### config.mk
export PLATFORM = sky130hd
export DESIGN_NAME = div_seq_ctrl_flat
export DESIGN_NICKNAME = d
export VERILOG_FILES = /design/src/rtl/div_seq_pkg.sv /design/src/rtl/div_seq_ctrl_if.sv /design/src/rtl/div_seq_ctrl_core.sv /design/src/rtl/div_seq_ctrl.sv /design/src/flat_wrapper.sv
export SDC_FILE = /design/constraint.sdc
export NUM_CORES = 1
export LEC_CHECK = 0
export ABC_AREA = 1
export BUFFER_PORTS_ARGS = -buffer_cell sky130_fd_sc_hd__buf_2
export CAP_MARGIN = 5
export CORE_MARGIN = 4
export CORE_UTILIZATION = 30
export CTS_CLUSTER_DIAMETER = 120
export DETAILED_ROUTE_END_ITERATION = 16
export SLEW_MARGIN = 40
export SYNTH_ARGS = -nofsm -noshare
export SYNTH_HDL_FRONTEND = slang
export SYNTH_SLANG_ARGS = --single-unit
### constraint.sdc
create_clock -name clock -period 24.1 [get_ports clock]
set_input_delay 1.205 -clock clock [delete_from_list [all_inputs] [get_ports clock]]
set_output_delay 1.205 -clock clock [all_outputs]
set_load 0.005 [all_outputs]
### src/rtl/div_seq_pkg.sv
// Shared types and constants for the divide sequencer and its serial core.
package div_seq_pkg;

  localparam int DIV_W    = 32;
  localparam int DIV_ITER = 32;
  localparam logic [DIV_W-1:0] DZ_LO_DEFAULT = 32'hFFFF_FFFF;

  typedef enum logic [2:0] {
    IDLE,
    START,
    RUN,
    FIXUP,
    ZERO,
    DRAIN
  } state_t;

endpackage

### src/rtl/div_seq_ctrl_if.sv
// Pipeline-side request/result bundle of the divide sequencer.
interface div_seq_ctrl_if;
  import div_seq_pkg::*;

  logic             req_valid;
  logic             req_ready;
  logic             req_signed;
  logic [DIV_W-1:0] req_a;
  logic [DIV_W-1:0] req_b;
  logic             flush;
  logic             stall;
  logic             done;
  logic [DIV_W-1:0] hi;
  logic [DIV_W-1:0] lo;
  logic             div_zero;

  modport master (
    output req_valid, req_signed, req_a, req_b, flush,
    input  req_ready, stall, done, hi, lo, div_zero
  );

  modport slave (
    input  req_valid, req_signed, req_a, req_b, flush,
    output req_ready, stall, done, hi, lo, div_zero
  );

endinterface

### src/rtl/div_seq_ctrl_core.sv
// Unsigned restoring serial divider: one quotient bit per cycle, no abort.
module div_seq_ctrl_core #(
  parameter int W    = 32,
  parameter int ITER = 32
) (
  input  logic         clock,
  input  logic         reset,
  input  logic         start,
  input  logic [W-1:0] dividend,
  input  logic [W-1:0] divisor,
  output logic         busy,
  output logic [W-1:0] quotient,
  output logic [W-1:0] remainder
);

  localparam int CNT_W = $clog2(ITER + 1);

  logic [CNT_W-1:0] cnt;
  logic [W-1:0]     rem;
  logic [W-1:0]     quo;
  logic [W-1:0]     dvs;
  logic [W:0]       shifted;
  logic [W:0]       diff;
  logic [W-1:0]     rem_nxt;
  logic [W-1:0]     quo_nxt;

  always_comb begin
    shifted = {rem, quo[W-1]};
    diff    = shifted - {1'b0, dvs};
    rem_nxt = shifted[W-1:0];
    quo_nxt = {quo[W-2:0], 1'b0};
    if (!diff[W]) begin
      rem_nxt = diff[W-1:0];
      quo_nxt = {quo[W-2:0], 1'b1};
    end
  end

  // Iteration counter runs down to terminal count zero, which is also idle.
  always_ff @(posedge clock or posedge reset) begin
    if (reset) begin
      cnt <= '0;
      rem <= '0;
      quo <= '0;
      dvs <= '0;
    end else if (start && cnt == '0) begin
      cnt <= CNT_W'(ITER);
      rem <= '0;
      quo <= dividend;
      dvs <= divisor;
    end else if (cnt != '0) begin
      cnt <= cnt - 1'b1;
      rem <= rem_nxt;
      quo <= quo_nxt;
    end
  end

  assign busy      = (cnt != '0);
  assign quotient  = quo;
  assign remainder = rem;

endmodule

### src/rtl/div_seq_ctrl.sv
// EX-stage DIV/DIVU sequencer: sign handling, core start, divide-by-zero bypass, flush.
//  state | meaning
//  IDLE  | ready for a request
//  START | core_start pulse
//  RUN   | core iterating
//  FIXUP | sign-correct and write HI/LO
//  ZERO  | divide-by-zero bypass write
//  DRAIN | flushed, waiting for the core to go idle
module div_seq_ctrl
  import div_seq_pkg::*;
#(
  parameter int               WIDTH = DIV_W,
  parameter logic [DIV_W-1:0] DZ_LO = DZ_LO_DEFAULT
) (
  input  logic          clock,
  input  logic          reset,
  div_seq_ctrl_if.slave bus
);

  state_t state_q;
  state_t state_d;

  logic             core_start;
  logic             core_busy;
  logic [WIDTH-1:0] core_q;
  logic [WIDTH-1:0] core_r;

  logic             accept;
  logic             wr_res;
  logic             wr_zero;
  logic             sign_q;
  logic             sign_r;
  logic [WIDTH-1:0] mag_a;
  logic [WIDTH-1:0] mag_b;
  logic [WIDTH-1:0] a_lat;
  logic [WIDTH-1:0] hi_q;
  logic [WIDTH-1:0] lo_q;
  logic             done_q;
  logic             dz_q;

  function automatic logic [WIDTH-1:0] neg_if(input logic neg, input logic [WIDTH-1:0] v);
    return neg ? ('0 - v) : v;
  endfunction

  always_ff @(posedge clock or posedge reset) begin
    if (reset) state_q <= IDLE;
    else       state_q <= state_d;
  end

  always_comb begin
    state_d = state_q;
    case (state_q)
      IDLE:    if (!bus.flush && bus.req_valid) state_d = (bus.req_b == '0) ? ZERO : START;
      START:   state_d = bus.flush ? DRAIN : RUN;
      RUN:     if (bus.flush) state_d = DRAIN;
               else if (!core_busy) state_d = FIXUP;
      FIXUP:   state_d = IDLE;
      ZERO:    state_d = IDLE;
      DRAIN:   if (!core_busy) state_d = IDLE;
      default: state_d = IDLE;
    endcase
  end

  // Flush wins over an accept in IDLE and suppresses the result writes.
  always_comb begin
    core_start    = (state_q == START);
    bus.req_ready = (state_q == IDLE);
    bus.stall     = (state_q != IDLE);
    accept        = (state_q == IDLE) && bus.req_valid && !bus.flush;
    wr_res        = (state_q == FIXUP) && !bus.flush;
    wr_zero       = (state_q == ZERO) && !bus.flush;
  end

  always_ff @(posedge clock or posedge reset) begin
    if (reset) begin
      sign_q <= 1'b0;
      sign_r <= 1'b0;
      mag_a  <= '0;
      mag_b  <= '0;
      a_lat  <= '0;
      hi_q   <= '0;
      lo_q   <= '0;
      done_q <= 1'b0;
      dz_q   <= 1'b0;
    end else begin
      done_q <= wr_res || wr_zero;
      if (accept) begin
        sign_q <= bus.req_signed & (bus.req_a[WIDTH-1] ^ bus.req_b[WIDTH-1]);
        sign_r <= bus.req_signed & bus.req_a[WIDTH-1];
        mag_a  <= neg_if(bus.req_signed & bus.req_a[WIDTH-1], bus.req_a);
        mag_b  <= neg_if(bus.req_signed & bus.req_b[WIDTH-1], bus.req_b);
        a_lat  <= bus.req_a;
        dz_q   <= 1'b0;
      end
      if (wr_res) begin
        lo_q <= neg_if(sign_q, core_q);
        hi_q <= neg_if(sign_r, core_r);
      end
      if (wr_zero) begin
        hi_q <= a_lat;
        lo_q <= DZ_LO;
        dz_q <= 1'b1;
      end
    end
  end

  assign bus.done     = done_q;
  assign bus.hi       = hi_q;
  assign bus.lo       = lo_q;
  assign bus.div_zero = dz_q;

  div_seq_ctrl_core #(
    .W    (WIDTH),
    .ITER (DIV_ITER)
  ) u_core (
    .clock     (clock),
    .reset     (reset),
    .start     (core_start),
    .dividend  (mag_a),
    .divisor   (mag_b),
    .busy      (core_busy),
    .quotient  (core_q),
    .remainder (core_r)
  );

endmodule
### src/flat_wrapper.sv
// flat-port wrapper written by rule: the top's interface ports become plain ports
module div_seq_ctrl_flat import div_seq_pkg::*;
#(
  parameter int               WIDTH = DIV_W,
  parameter logic [DIV_W-1:0] DZ_LO = DZ_LO_DEFAULT
)
  (clock, reset, bus_req_valid, bus_req_signed, bus_req_a, bus_req_b, bus_flush, bus_req_ready, bus_stall, bus_done, bus_hi, bus_lo, bus_div_zero);
  div_seq_ctrl_if bus_i ();
  input  logic clock;
  input  logic reset;
  input wire logic [$bits(bus_i.req_valid)-1:0] bus_req_valid;
  input wire logic [$bits(bus_i.req_signed)-1:0] bus_req_signed;
  input wire logic [$bits(bus_i.req_a)-1:0] bus_req_a;
  input wire logic [$bits(bus_i.req_b)-1:0] bus_req_b;
  input wire logic [$bits(bus_i.flush)-1:0] bus_flush;
  output wire logic [$bits(bus_i.req_ready)-1:0] bus_req_ready;
  output wire logic [$bits(bus_i.stall)-1:0] bus_stall;
  output wire logic [$bits(bus_i.done)-1:0] bus_done;
  output wire logic [$bits(bus_i.hi)-1:0] bus_hi;
  output wire logic [$bits(bus_i.lo)-1:0] bus_lo;
  output wire logic [$bits(bus_i.div_zero)-1:0] bus_div_zero;
  assign bus_i.req_valid = bus_req_valid;
  assign bus_i.req_signed = bus_req_signed;
  assign bus_i.req_a = bus_req_a;
  assign bus_i.req_b = bus_req_b;
  assign bus_i.flush = bus_flush;
  assign bus_req_ready = bus_i.req_ready;
  assign bus_stall = bus_i.stall;
  assign bus_done = bus_i.done;
  assign bus_hi = bus_i.hi;
  assign bus_lo = bus_i.lo;
  assign bus_div_zero = bus_i.div_zero;
  div_seq_ctrl #(.WIDTH(WIDTH), .DZ_LO(DZ_LO)) u_core (.clock(clock), .reset(reset), .bus(bus_i));
endmodule
==> impl_metrics.env, run 1 <==
export IMPL_ys_types=59
export IMPL_async_flop_share_pct=100
export IMPL_grt_ovfl_total=0
export IMPL_ys_ff_latch=268
export IMPL_synth_compound_area_share_pct=11.6
export IMPL_synth_flop_cell="dfrtp_1"
export IMPL_synthXorXnorAreaFrac_pct=2.53
export IMPL_met1_length_mm=27.5
export IMPL_fin_tns_setup_ns=0
export IMPL_p_sw_share_pct=47.7
export IMPL_finalWeightedCongestion=0.915
export IMPL_finish_instance_area_um2=19700
export IMPL_fillers=6104
export IMPL_grt_max_degree=81
export IMPL_start_kind="input port"
export IMPL_setup_worst_path_start="bus_flush"
export IMPL_dpl_cell_area_um2=18700
export IMPL_finalCritPeriodShare_pct=14.2
export IMPL_cp_required_ns=24.61
export IMPL_synthesis_area_um2=17300
export IMPL_grt_pass1_vias=15300
export IMPL_fin_util_pct=34.7
export IMPL_root_buffer="clkbuf_16"
export IMPL_drt_wl_total_mm=56.8
export IMPL_mostFrequentLayoutCell="nand2_1"
export IMPL_power_density_nw_per_um2=140
export IMPL_setup_viol=0
export IMPL_maxSlewHeadroom_pct=43.7
export IMPL_p_leak_nw=9.76
export IMPL_rsz0062_at_grt="no"
export IMPL_synthMuxAreaShare_pct=0.0578
export IMPL_grt_pass1_wl_mm=89.0
export IMPL_crit_end="u_core.mag_a[10]$_DFFE_PP0P_"
export IMPL_synthTopCellsByArea="dfrtp_1 (39%), nand2_1 (17%), inv_1 (7.5%), nand3_1 (6.0%), o21ai_0 (4.5%)"
export IMPL_cts_buffer_depth=3
export IMPL_hold_violations=0
export IMPL_maxSlewViolCount=0
export IMPL_finalPower_mw=2.75
export IMPL_cts_htree_levels=1
export IMPL_dpl_hpwl_mm=43.5
export IMPL_wl_per_cell_um=16.8
export IMPL_synth_edff_count=0
export IMPL_final_cell_mix="nand2_1 (788), inv_1 (344), dfrtp_1 (267), nand3_1 (208), nor2_1 (201)"
export IMPL_maxCapViolations=0
export IMPL_ant_nets=0
export IMPL_core_um2=56700
export IMPL_min_path_type="reg2reg"
export IMPL_r2r_end="u_core.mag_a[10]$_DFFE_PP0P_"
export IMPL_met3_length_mm=3.89
export IMPL_ys_seq_area_share_pct=38.7
export IMPL_yosys_area_top_type="dfrtp_1"
export IMPL_row_count=87
export IMPL_syn_num_nets=2604
export IMPL_first_iter_violations=1200
export IMPL_path_clk_slew_ns=0.07
export IMPL_maxUsedRoutingLayer="met5"
export IMPL_worst_setup_path_type="in2reg"
export IMPL_grt_use_total_pct=18.3
export IMPL_synth_top_family_by_area="simple AND/OR/NAND/NOR gates"
export IMPL_ios=137
export IMPL_vias=16300
export IMPL_period_needed_ns=3.42
export IMPL_via_per_inst=4.82
export IMPL_first_pass_iters=8
export IMPL_seq_power_share_pct=30.8
export IMPL_reg2reg_depth=10
export IMPL_clock_skew_ns=0.0246
export IMPL_synthAdderAreaFrac_pct=2.79
export IMPL_syn_inst=2497
export IMPL_initial_core_util_pct=30.5
export IMPL_ctsResizeCount=0
export IMPL_hold_buffers=0
export IMPL_worst_path_max_fanout=57
export IMPL_endpoint_kind="register"
export IMPL_pwr_share_clk_pct=17.3
export IMPL_vdd_drop_max_mv=0.0574
export IMPL_pwr_share_comb_pct=51.9
export IMPL_syn_to_final_growth_pct=13.8
export IMPL_status="finished, final reports clean"
export IMPL_nNetsFinal=2702
export IMPL_r2r_start="u_core.state_q[2]$_DFFE_PP0P_"
export IMPL_p_int_mw=1.44
export IMPL_wl_met2_mm=24.3
export IMPL_io_buffers=136
export IMPL_cts_sinks=268
export IMPL_tightest_slew_ns=0.841
export IMPL_clk_latency_ns=0.59
export IMPL_reg2reg_slack_ns=20.81
export IMPL_cts_tree="yes"
export IMPL_dieWidth_um=248
export IMPL_synth_simple_area_share_pct=34.2
export IMPL_crit_arrival_ns=3.93
export IMPL_ys_warn_count=0
export IMPL_postCtsSetupBuffers=0
export IMPL_dieArea_um2=61600
export IMPL_syn_area_per_cell_um2=6.93
export IMPL_cts_buffers_inserted=30
export IMPL_switching_power_mw=1.31
export IMPL_antenna_found_initial=6
export IMPL_die_h_um=248
export IMPL_drive_above_1_share_pct=11.0
export IMPL_max_freq_ghz=0.292
export IMPL_route_detailed_drc=0
export IMPL_synth_top_area_share_pct=38.7
## worst max-delay path, stage by stage
cell and delay [ns]:
buf_2 0.12, nor2_1 0.13, inv_1 0.08, nor2_4 0.32, clkinv_2 0.60, buf_4 0.55
nor2_2 0.43, inv_1 0.19, nor2_1 0.12, nand2_1 0.06, o211ai_1 0.08
## worst min-delay path by stage
stage | depth (start not counted) | end | slack, ns | startpoint
finish | 2 | u_core.u_core.dvs[18]$_DFFE_PP0P_ | 0.48 | u_core.mag_b[18]$_DFFE_PP0P_
floorplan | 2 | u_core.a_lat[12]$_DFFE_PP0P_ | 0.45 | u_core.a_lat[12]$_DFFE_PP0P_
CTS | 2 | u_core.u_core.dvs[18]$_DFFE_PP0P_ | 0.48 | u_core.mag_b[18]$_DFFE_PP0P_
global placement | 2 | u_core.bus.hi[5]$_DFFE_PP0P_ | 0.46 | u_core.bus.hi[5]$_DFFE_PP0P_
global route | 2 | u_core.mag_b[29]$_DFFE_PP0P_ | 0.50 | u_core.mag_b[29]$_DFFE_PP0P_
detailed placement | 2 | u_core.bus.hi[25]$_DFFE_PP0P_ | 0.47 | u_core.bus.hi[25]$_DFFE_PP0P_
## power by group through the flow
stage                     registers, mW  logic, mW  clock network, mW
final                             0.846       1.43              0.477
after global routing              0.869       1.63              0.506
after CTS                         0.844       1.43              0.486
after detailed placement          0.850       1.42                  0
after global placement            0.849       1.40                  0
after floorplan                   0.775       1.08                  0
## cell families after synthesis
family          Yosys count
fa+ha+maj                38
flops                   268
mux                       1
buf+inv                 440
simple gates           1359
xor+xnor                 50
compound gates          341
## synthesized netlist by cell type, drive strengths merged (2+ instances only)
master / instances
nand2: 821
inv: 355
dfrtp: 268
nand3: 230
nor2: 211
o21ai: 161
a21oi: 67
clkbuf: 49
o211ai: 43
xor2: 41
ha: 37
buf: 35
nand4: 28
nor3: 28
nand3b: 23
a31oi: 20
o31ai: 11
o22ai: 10
xnor2: 9
o21bai: 8
o221ai: 6
or2: 6
and2: 5
a22o: 4
nor4: 4
o311ai: 3
a21o: 2
and3: 2
o21a: 2
## state kept, by name, indices dropped and copies added (netlist names), 31 cells and up
register and cells:
u_core.u_core.dvs 32, u_core.bus.hi 32, u_core.a_lat 32, u_core.u_core.quotient 32
u_core.mag_b 32, u_core.mag_a 31, u_core.u_core.remainder 32, u_core.bus.lo 32
## cell type report
| cell class | instances | area, µm² | area share (%) |
|---|---|---|---|
| multi-input combinational | 1789 | 8870 | 45.0 |
| sequential | 268 | 6710 | 34.0 |
| inverter | 356 | 1350 | 6.83 |
| tap | 756 | 946 | 4.80 |
| clock buffer | 44 | 883 | 4.48 |
| timing repair buffer | 150 | 801 | 4.06 |
| clock inverter | 11 | 145 | 0.737 |
| antenna | 1 | 2.50 | 0.0127 |
## per-stage QoR
step	worst slack, ns	instances	hold WS, ns
after detailed placement	20.05	3319	0.465
after global placement	20.06	3319	0.459
after CTS	20.66	3374	0.483
after floorplan	15.51	2497	0.448
final	20.68	3375	0.478
after global routing	20.33	3374	0.497
## layer usage
layer,global-route usage (%),vias up
met2,27.6,442
met1,27.4,7575
li1,-,8197
met3,3.15,62
met5,0,-
met4,3.73,6
No activity file was read; power rests on OpenSTA's default activity.
==> inputs of run 2 (changes only) <==
==> constraint.sdc (replaced) <==
create_clock -name clock -period 3.6 [get_ports clock]
set_input_delay 0.18 -clock clock [delete_from_list [all_inputs] [get_ports clock]]
set_output_delay 0.18 -clock clock [all_outputs]
set_load 0.005 [all_outputs]
==> impl_metrics.env, run 2 (synthesized netlist as in run 1, its figures left out) <==
export IMPL_status="finished, final reports clean"
export IMPL_ios=137
export IMPL_first_iter_violations=1255
export IMPL_core_um2=56700
export IMPL_worstPathCellList="inv_1 > ha_1 > fa_1 > inv_1 > nand2_1 > nand2_1 > nand3_1 > nand2_2 > nand2_4 > nand2_4 > nand2_4 > nand2_4 > nand2_2 > nand2_4 > nand2_1 > nand3_1 > nand2_1"
export IMPL_reg2reg_slack_ns=0.96
export IMPL_hold_violations=0
export IMPL_start_kind="register"
export IMPL_min_path_cells=3
export IMPL_clock_skew_ns=0.0316
export IMPL_vdd_drop_max_mv=0.504
export IMPL_finalWeightedCongestion=0.924
export IMPL_cp_slowest_cell="fa_1"
export IMPL_dp_cells=3326
export IMPL_cp_num_cells=17
export IMPL_cts_htree_levels=1
export IMPL_worst_setup_path_type="reg2reg"
export IMPL_maxSlewHeadroom_pct=46.4
export IMPL_finish_instance_area_um2=20400
export IMPL_nNetsFinal=2773
export IMPL_die_h_um=248
export IMPL_dpl_cell_area_um2=18800
export IMPL_final_cell_mix="nand2_1 (788), inv_1 (343), dfrtp_1 (268), nand3_1 (208), nor2_1 (201)"
export IMPL_worst_path_max_fanout=15
export IMPL_finalPower_mw=18.5
export IMPL_maxSlewViolCount=0
export IMPL_grt_pass1_wl_mm=90.1
export IMPL_cts_buffers_inserted=31
export IMPL_path_delay_family="simple AND/OR/NAND/NOR gates"
export IMPL_cts_sinks=268
export IMPL_vias=16600
export IMPL_endpoint_kind="register"
export IMPL_cp_num_buf_inv=2
export IMPL_mostFrequentLayoutCell="nand2_1"
export IMPL_wl_per_cell_um=16.6
export IMPL_io_buffers=136
export IMPL_fin_util_pct=36.0
export IMPL_antenna_found_initial=2
export IMPL_ctsResizeCount=0
export IMPL_root_buffer="clkbuf_16"
export IMPL_fillers=6061
export IMPL_rsz0062_at_grt="no"
export IMPL_grt_use_total_pct=18.4
export IMPL_grt_ovfl_total=0
export IMPL_tightest_slew_ns=0.803
export IMPL_initial_core_util_pct=30.5
export IMPL_row_count=87
export IMPL_setup_viol=0
export IMPL_maxCapViolations=0
export IMPL_drive_above_1_share_pct=11.0
export IMPL_ant_nets=0
export IMPL_dpl_hpwl_mm=43.9
export IMPL_instances_no_fill=3444
export IMPL_pre_cts_ws_ns=0.987
export IMPL_via_per_inst=4.81
export IMPL_cpMostUsedCell="nand2_4"
export IMPL_setup_worst_path_start="u_core.u_core.quotient[31]$_DFFE_PP0P_"
export IMPL_cts_tree="yes"
export IMPL_grt_pass1_vias=15700
export IMPL_min_path_type="in2reg"
export IMPL_cp_required_ns=4.06
export IMPL_p_leak_nw=10.1
export IMPL_max_freq_ghz=0.378
export IMPL_dieWidth_um=248
export IMPL_syn_to_final_growth_pct=18.0
export IMPL_reg2reg_depth=17
export IMPL_grt_max_degree=107
export IMPL_dieArea_um2=61600
export IMPL_r2r_end="u_core.u_core.remainder[24]$_DFFE_PP0P_"
export IMPL_r2r_start="u_core.u_core.quotient[31]$_DFFE_PP0P_"
export IMPL_clk_latency_ns=0.60
export IMPL_power_density_nw_per_um2=907
export IMPL_fin_tns_setup_ns=0
export IMPL_path_clk_slew_ns=0.06
export IMPL_route_detailed_drc=0
export IMPL_drt_wl_total_mm=57.1
export IMPL_crit_arrival_ns=3.11
export IMPL_crit_end="u_core.u_core.remainder[24]$_DFFE_PP0P_"
export IMPL_first_pass_iters=6
export IMPL_holdWs_ns=0.0253
export IMPL_period_needed_ns=2.64
export IMPL_finalWorstSetupSlack_ns=0.955
export IMPL_cts_buffer_depth=3
export IMPL_cpPeakStageDelay_ns=0.40
export IMPL_finalCritPeriodShare_pct=73.5
## run 2: cell types whose count changed in the layout (fill, tap and decap cells not counted), sizes merged
cell and change:
dlygate4sd3 +63, bufinv +1, clkinvlp +2, buf +7, clkbuf -3, clkinv -1
## run 2: cell type report
class	count	area [µm²]	area share (%)
Sequential cell	268	6710	32.8
Timing Repair Buffer	220	1520	7.45
Tap cell	756	946	4.63
Clock inverter	13	171	0.839
Multi-Input combinational cell	1789	8880	43.5
Inverter	356	1340	6.56
Clock buffer	41	863	4.23
Antenna cell	1	2.50	0.0122
## run 2: worst min path at each step
| stage | startpoint | slack, ns | endpoint |
|---|---|---|---|
| final | bus_req_b[5] | 0.03 | u_core.mag_b[5]$_DFFE_PP0P_ |
| after detailed placement | reset | 0.21 | u_core.bus.lo[23]$_DFFE_PP0P_ |
| after floorplan | bus_flush | 0.24 | u_core.state_q[1]$_DFFE_PP0P_ |
| after global placement | reset | 0.21 | u_core.bus.lo[23]$_DFFE_PP0P_ |
| after CTS | bus_req_b[5] | 0.004 | u_core.mag_b[5]$_DFFE_PP0P_ |
| after global routing | bus_req_b[6] | 0.05 | u_core.mag_b[6]$_DFFE_PP0P_ |
## run 2: report_power, final
part / total [mW] / switching, mW / internal, mW
logic: 9.77 / 6.33 / 3.45
clock network: 3.25 / 1.35 / 1.90
registers: 5.51 / 1.10 / 4.41
total: 18.5 / 8.77 / 9.76
## run 2: worst min-delay path: cells and delay by family
kind / cells / cell delay [ns]
buf+inv: 1 / 0.15
compound gates: 1 / 0.13
xor+xnor: 1 / 0.10
## run 2: timing repair
| item | CTS | global route |
|---|---|---|
| setup buffers | 0 | 0 |
| endpoints found under the hold margin | 102 | 0 |
| hold buffers | 63 | 0 |
## run 2: metal layers
| layer | track usage [%] | wire, µm | share of wire [%] | vias up |
|---|---|---|---|---|
| met5 | 0 | 0 | 0 | - |
| met4 | 2.57 | 545 | 0.95 | 0 |
| met3 | 3.65 | 4070 | 7.1 | 39 |
| met2 | 27.9 | 24500 | 43 | 442 |
| met1 | 27.7 | 28000 | 49 | 7710 |
| li1 | - | - | - | 8359 |
==> inputs of run 3 (changes only) <==
--- a/config.mk
+++ b/config.mk
@@ -5,7 +5,7 @@
 export SDC_FILE = /design/constraint.sdc
 export NUM_CORES = 1
 export LEC_CHECK = 0
-export ABC_AREA = 1
+export ABC_AREA = 0
 export BUFFER_PORTS_ARGS = -buffer_cell sky130_fd_sc_hd__buf_2
 export CAP_MARGIN = 5
 export CORE_MARGIN = 4
==> constraint.sdc (replaced) <==
create_clock -name clock -period 2.4 [get_ports clock]
set_input_delay 0.12 -clock clock [delete_from_list [all_inputs] [get_ports clock]]
set_output_delay 0.12 -clock clock [all_outputs]
set_load 0.005 [all_outputs]
==> impl_metrics.env, run 3 <==
export IMPL_path_delay_family="simple AND/OR/NAND/NOR gates"
export IMPL_finalWeightedCongestion=0.891
export IMPL_worstPathCellList="ha_2 > fa_2 > nand2b_4 > a21o_1 > a21oi_2 > or3b_1 > a21oi_2 > o311a_1 > or2_4 > or4_1 > a21oi_1"
export IMPL_ys_seq_area_share_pct=44.7
export IMPL_final_cell_mix="nand2_1 (301), dfrtp_1 (268), buf_4 (205), o21ai_0 (165), buf_2 (136)"
export IMPL_first_iter_violations=845
export IMPL_grtUsageMet2_pct=29.0
export IMPL_worstHoldStart="bus_req_b[14]"
export IMPL_cts_tree="yes"
export IMPL_via_per_inst=4.85
export IMPL_initial_core_util_pct=30.5
export IMPL_max_freq_ghz=0.341
export IMPL_clk_latency_ns=0.59
export IMPL_dieWidth_um=232
export IMPL_clock_skew_ns=0.00965
export IMPL_synth_compound_area_share_pct=17.5
export IMPL_antenna_found_initial=0
export IMPL_syn_inst=1718
export IMPL_finish_instance_area_um2=21000
export IMPL_cp_num_buf_inv=0
export IMPL_row_count=81
export IMPL_crit_arrival_ns=3.44
export IMPL_synthAdderAreaFrac_pct=3.22
export IMPL_setup_worst_path_start="u_core.u_core.dvs[0]$_DFFE_PP0P_"
export IMPL_maxSlewViolCount=0
export IMPL_dpl_hpwl_mm=34.8
export IMPL_core_um2=49200
export IMPL_ios=137
export IMPL_cpMostUsedCell="a21oi_2"
export IMPL_ys_ff_latch=268
export IMPL_status="finished, violations left"
export IMPL_first_pass_iters=5
export IMPL_p_leak_nw=9.46
export IMPL_cpPeakStageDelay_ns=0.40
export IMPL_synth_top_area_share_pct=44.7
export IMPL_grt_pass1_vias=13500
export IMPL_tightest_slew_ns=0.801
export IMPL_ys_types=65
export IMPL_hold_violations=0
export IMPL_violations="setup timing"
export IMPL_yosys_top_cells_count="nand2_1 (324), dfrtp_1 (268), o21ai_0 (191)"
export IMPL_synthesis_area_um2=15000
export IMPL_grt_max_degree=100
export IMPL_cp_required_ns=2.91
export IMPL_synthXorXnorAreaFrac_pct=8.58
export IMPL_ant_nets=0
export IMPL_synth_flop_cell="dfrtp_1"
export IMPL_worst_setup_path_type="reg2reg"
export IMPL_grt_use_total_pct=17.0
export IMPL_route_detailed_drc=0
export IMPL_mostFrequentLayoutCell="nand2_1"
export IMPL_finalCritPeriodShare_pct=122
export IMPL_drt_wl_total_mm=46.9
export IMPL_cts_buffer_depth=3
export IMPL_synth_edff_count=0
export IMPL_syn_area_per_cell_um2=8.73
export IMPL_busiest_layer="met2"
export IMPL_dieArea_um2=53600
export IMPL_synth_simple_area_share_pct=17.0
export IMPL_vias=13600
export IMPL_period_needed_ns=2.93
export IMPL_syn_num_nets=1825
export IMPL_drive_above_1_share_pct=29.0
export IMPL_setup_viol=59
export IMPL_ys_warn_count=0
export IMPL_cts_htree_levels=1
export IMPL_worst_path_max_fanout=5
export IMPL_nNetsFinal=2214
export IMPL_cp_slowest_cell="or4_1"
export IMPL_cts_sinks=268
export IMPL_vdd_drop_max_mv=0.817
export IMPL_wl_per_cell_um=16.8
export IMPL_diodes=0
export IMPL_grt_ovfl_total=0
export IMPL_yosysMostFrequentCell="nand2_1"
export IMPL_die_h_um=232
export IMPL_path_clk_slew_ns=0.06
export IMPL_synthMuxAreaShare_pct=5.34
export IMPL_power_density_nw_per_um2=1610
export IMPL_cts_buffers_inserted=31
export IMPL_dpl_cell_area_um2=18200
export IMPL_finalWorstSetupSlack_ns=-0.532
export IMPL_async_flop_share_pct=100
export IMPL_maxSlewHeadroom_pct=46.1
export IMPL_synth_top_family_by_area="compound AO/OA/AOI/OAI gates"
export IMPL_endpoint_kind="register"
export IMPL_start_kind="register"
export IMPL_yosys_area_top_type="dfrtp_1"
export IMPL_maxCapViolations=0
export IMPL_min_path_type="in2reg"
export IMPL_grt_pass1_wl_mm=74.2
export IMPL_synthTopCellsByArea="dfrtp_1 (45%), nand2_1 (8.1%), o21ai_0 (6.4%), a21oi_1 (5.1%), xnor2_1 (4.4%)"
export IMPL_rsz0062_at_grt="yes"
export IMPL_met1_usage_pct=22.9
export IMPL_io_buffers=136
export IMPL_finalPower_mw=33.8
export IMPL_root_buffer="clkbuf_16"
export IMPL_r2r_start="u_core.u_core.dvs[0]$_DFFE_PP0P_"
export IMPL_met3_usage_pct=2.81
export IMPL_syn_to_final_growth_pct=39.9
==> run 3: cell count changes after synthesis, moves of 43 or more <==
| cell | before | now |
|---|---|---|
| nand2_1 | 788 | 324 |
| inv_1 | 345 | 50 |
| nand3_1 | 208 | 38 |
| nor2_1 | 202 | 103 |
| a21oi_1 | 64 | 152 |
| xnor2_1 | 9 | 76 |
| mux2i_1 | 1 | 44 |
==> run 3: report_power, final <==
group          internal (mW)  switching [mW]
clock                   2.97            2.03
combinational           9.96            10.5
sequential              6.68            1.68
==> run 3: path summary, 6_finish.rpt <==
check / end / slack [ns] / cells after the start
setup / recovery: u_core.u_core.remainder[20]$_DFFE_PP0P_ / -0.53 / 11
hold / removal: u_core.mag_b[15]$_DFFE_PP0P_ / 0.03 / 5
setup reg to reg: u_core.u_core.remainder[20]$_DFFE_PP0P_ / -0.53 / 11
hold reg to reg: u_core.mag_b[15]$_DFFE_PP0P_ / 0.47 / 2
max in group asynchronous: u_core.bus.hi[30]$_DFFE_PP0P_ / 1.42 / 4
min in group asynchronous: u_core.u_core.quotient[5]$_DFFE_PP0P_ / 0.21 / 3
==> run 3: cells by family after synthesis <==
kind of cell,Yosys count
simple gates,581
compound gates,461
flops,268
xor+xnor,147
buf+inv,147
mux,76
fa+ha+maj,38
==> run 3: final cells by class <==
cell class / count / area, µm²
Clock buffer: 37 / 848
Sequential cell: 268 / 6710
Timing Repair Buffer: 452 / 3530
Multi-Input combinational cell: 1303 / 8630
Inverter: 51 / 195
Fill cell: 4801 / 28200
Tap cell: 664 / 831
Clock inverter: 21 / 245
==> run 3: per-layer routing <==
| layer | vias up | share of wire [%] | wire, µm |
|---|---|---|---|
| li1 | 6726 | - | - |
| met1 | 6510 | 46 | 21300 |
| met2 | 266 | 48 | 22300 |
| met3 | 61 | 4.4 | 2060 |
| met4 | 0 | 2.5 | 1190 |
| met5 | - | 0 | 0 |
==> run 3: worst min-delay path: stages <==
cell     delay, ns
buf_2         0.12
inv_1         0.05
a21oi_1       0.06
xnor2_1       0.15
o21ai_0       0.07
==> run 3: timing repair <==
action / in CTS / in global routing
endpoints found under the setup margin: 64 / 71
hold buffers: 73 / 0
pin swaps: 37 / 52
cloned: 3 / 0
endpoints found under the hold margin: 113 / 0
resized for setup: 91 / 77
setup buffers: 9 / 12
==> run 3: metrics by stage <==
stage / std cells / worst slack (ns) / util, % / hold WS, ns / TNS, ns
after floorplan: 1718 / -1.26 / - / 0.225 / -352.90
after global placement: 2644 / -0.979 / 37.1 / 0.271 / -34.35
after detailed placement: 2644 / -0.967 / 37.1 / 0.274 / -35.39
after CTS: 2787 / -0.543 / 41.9 / 0.00843 / -21.43
after global routing: 2796 / -0.632 / 42.7 / 0.0675 / -27.77
final: 2796 / -0.532 / 42.7 / 0.0318 / -21.94
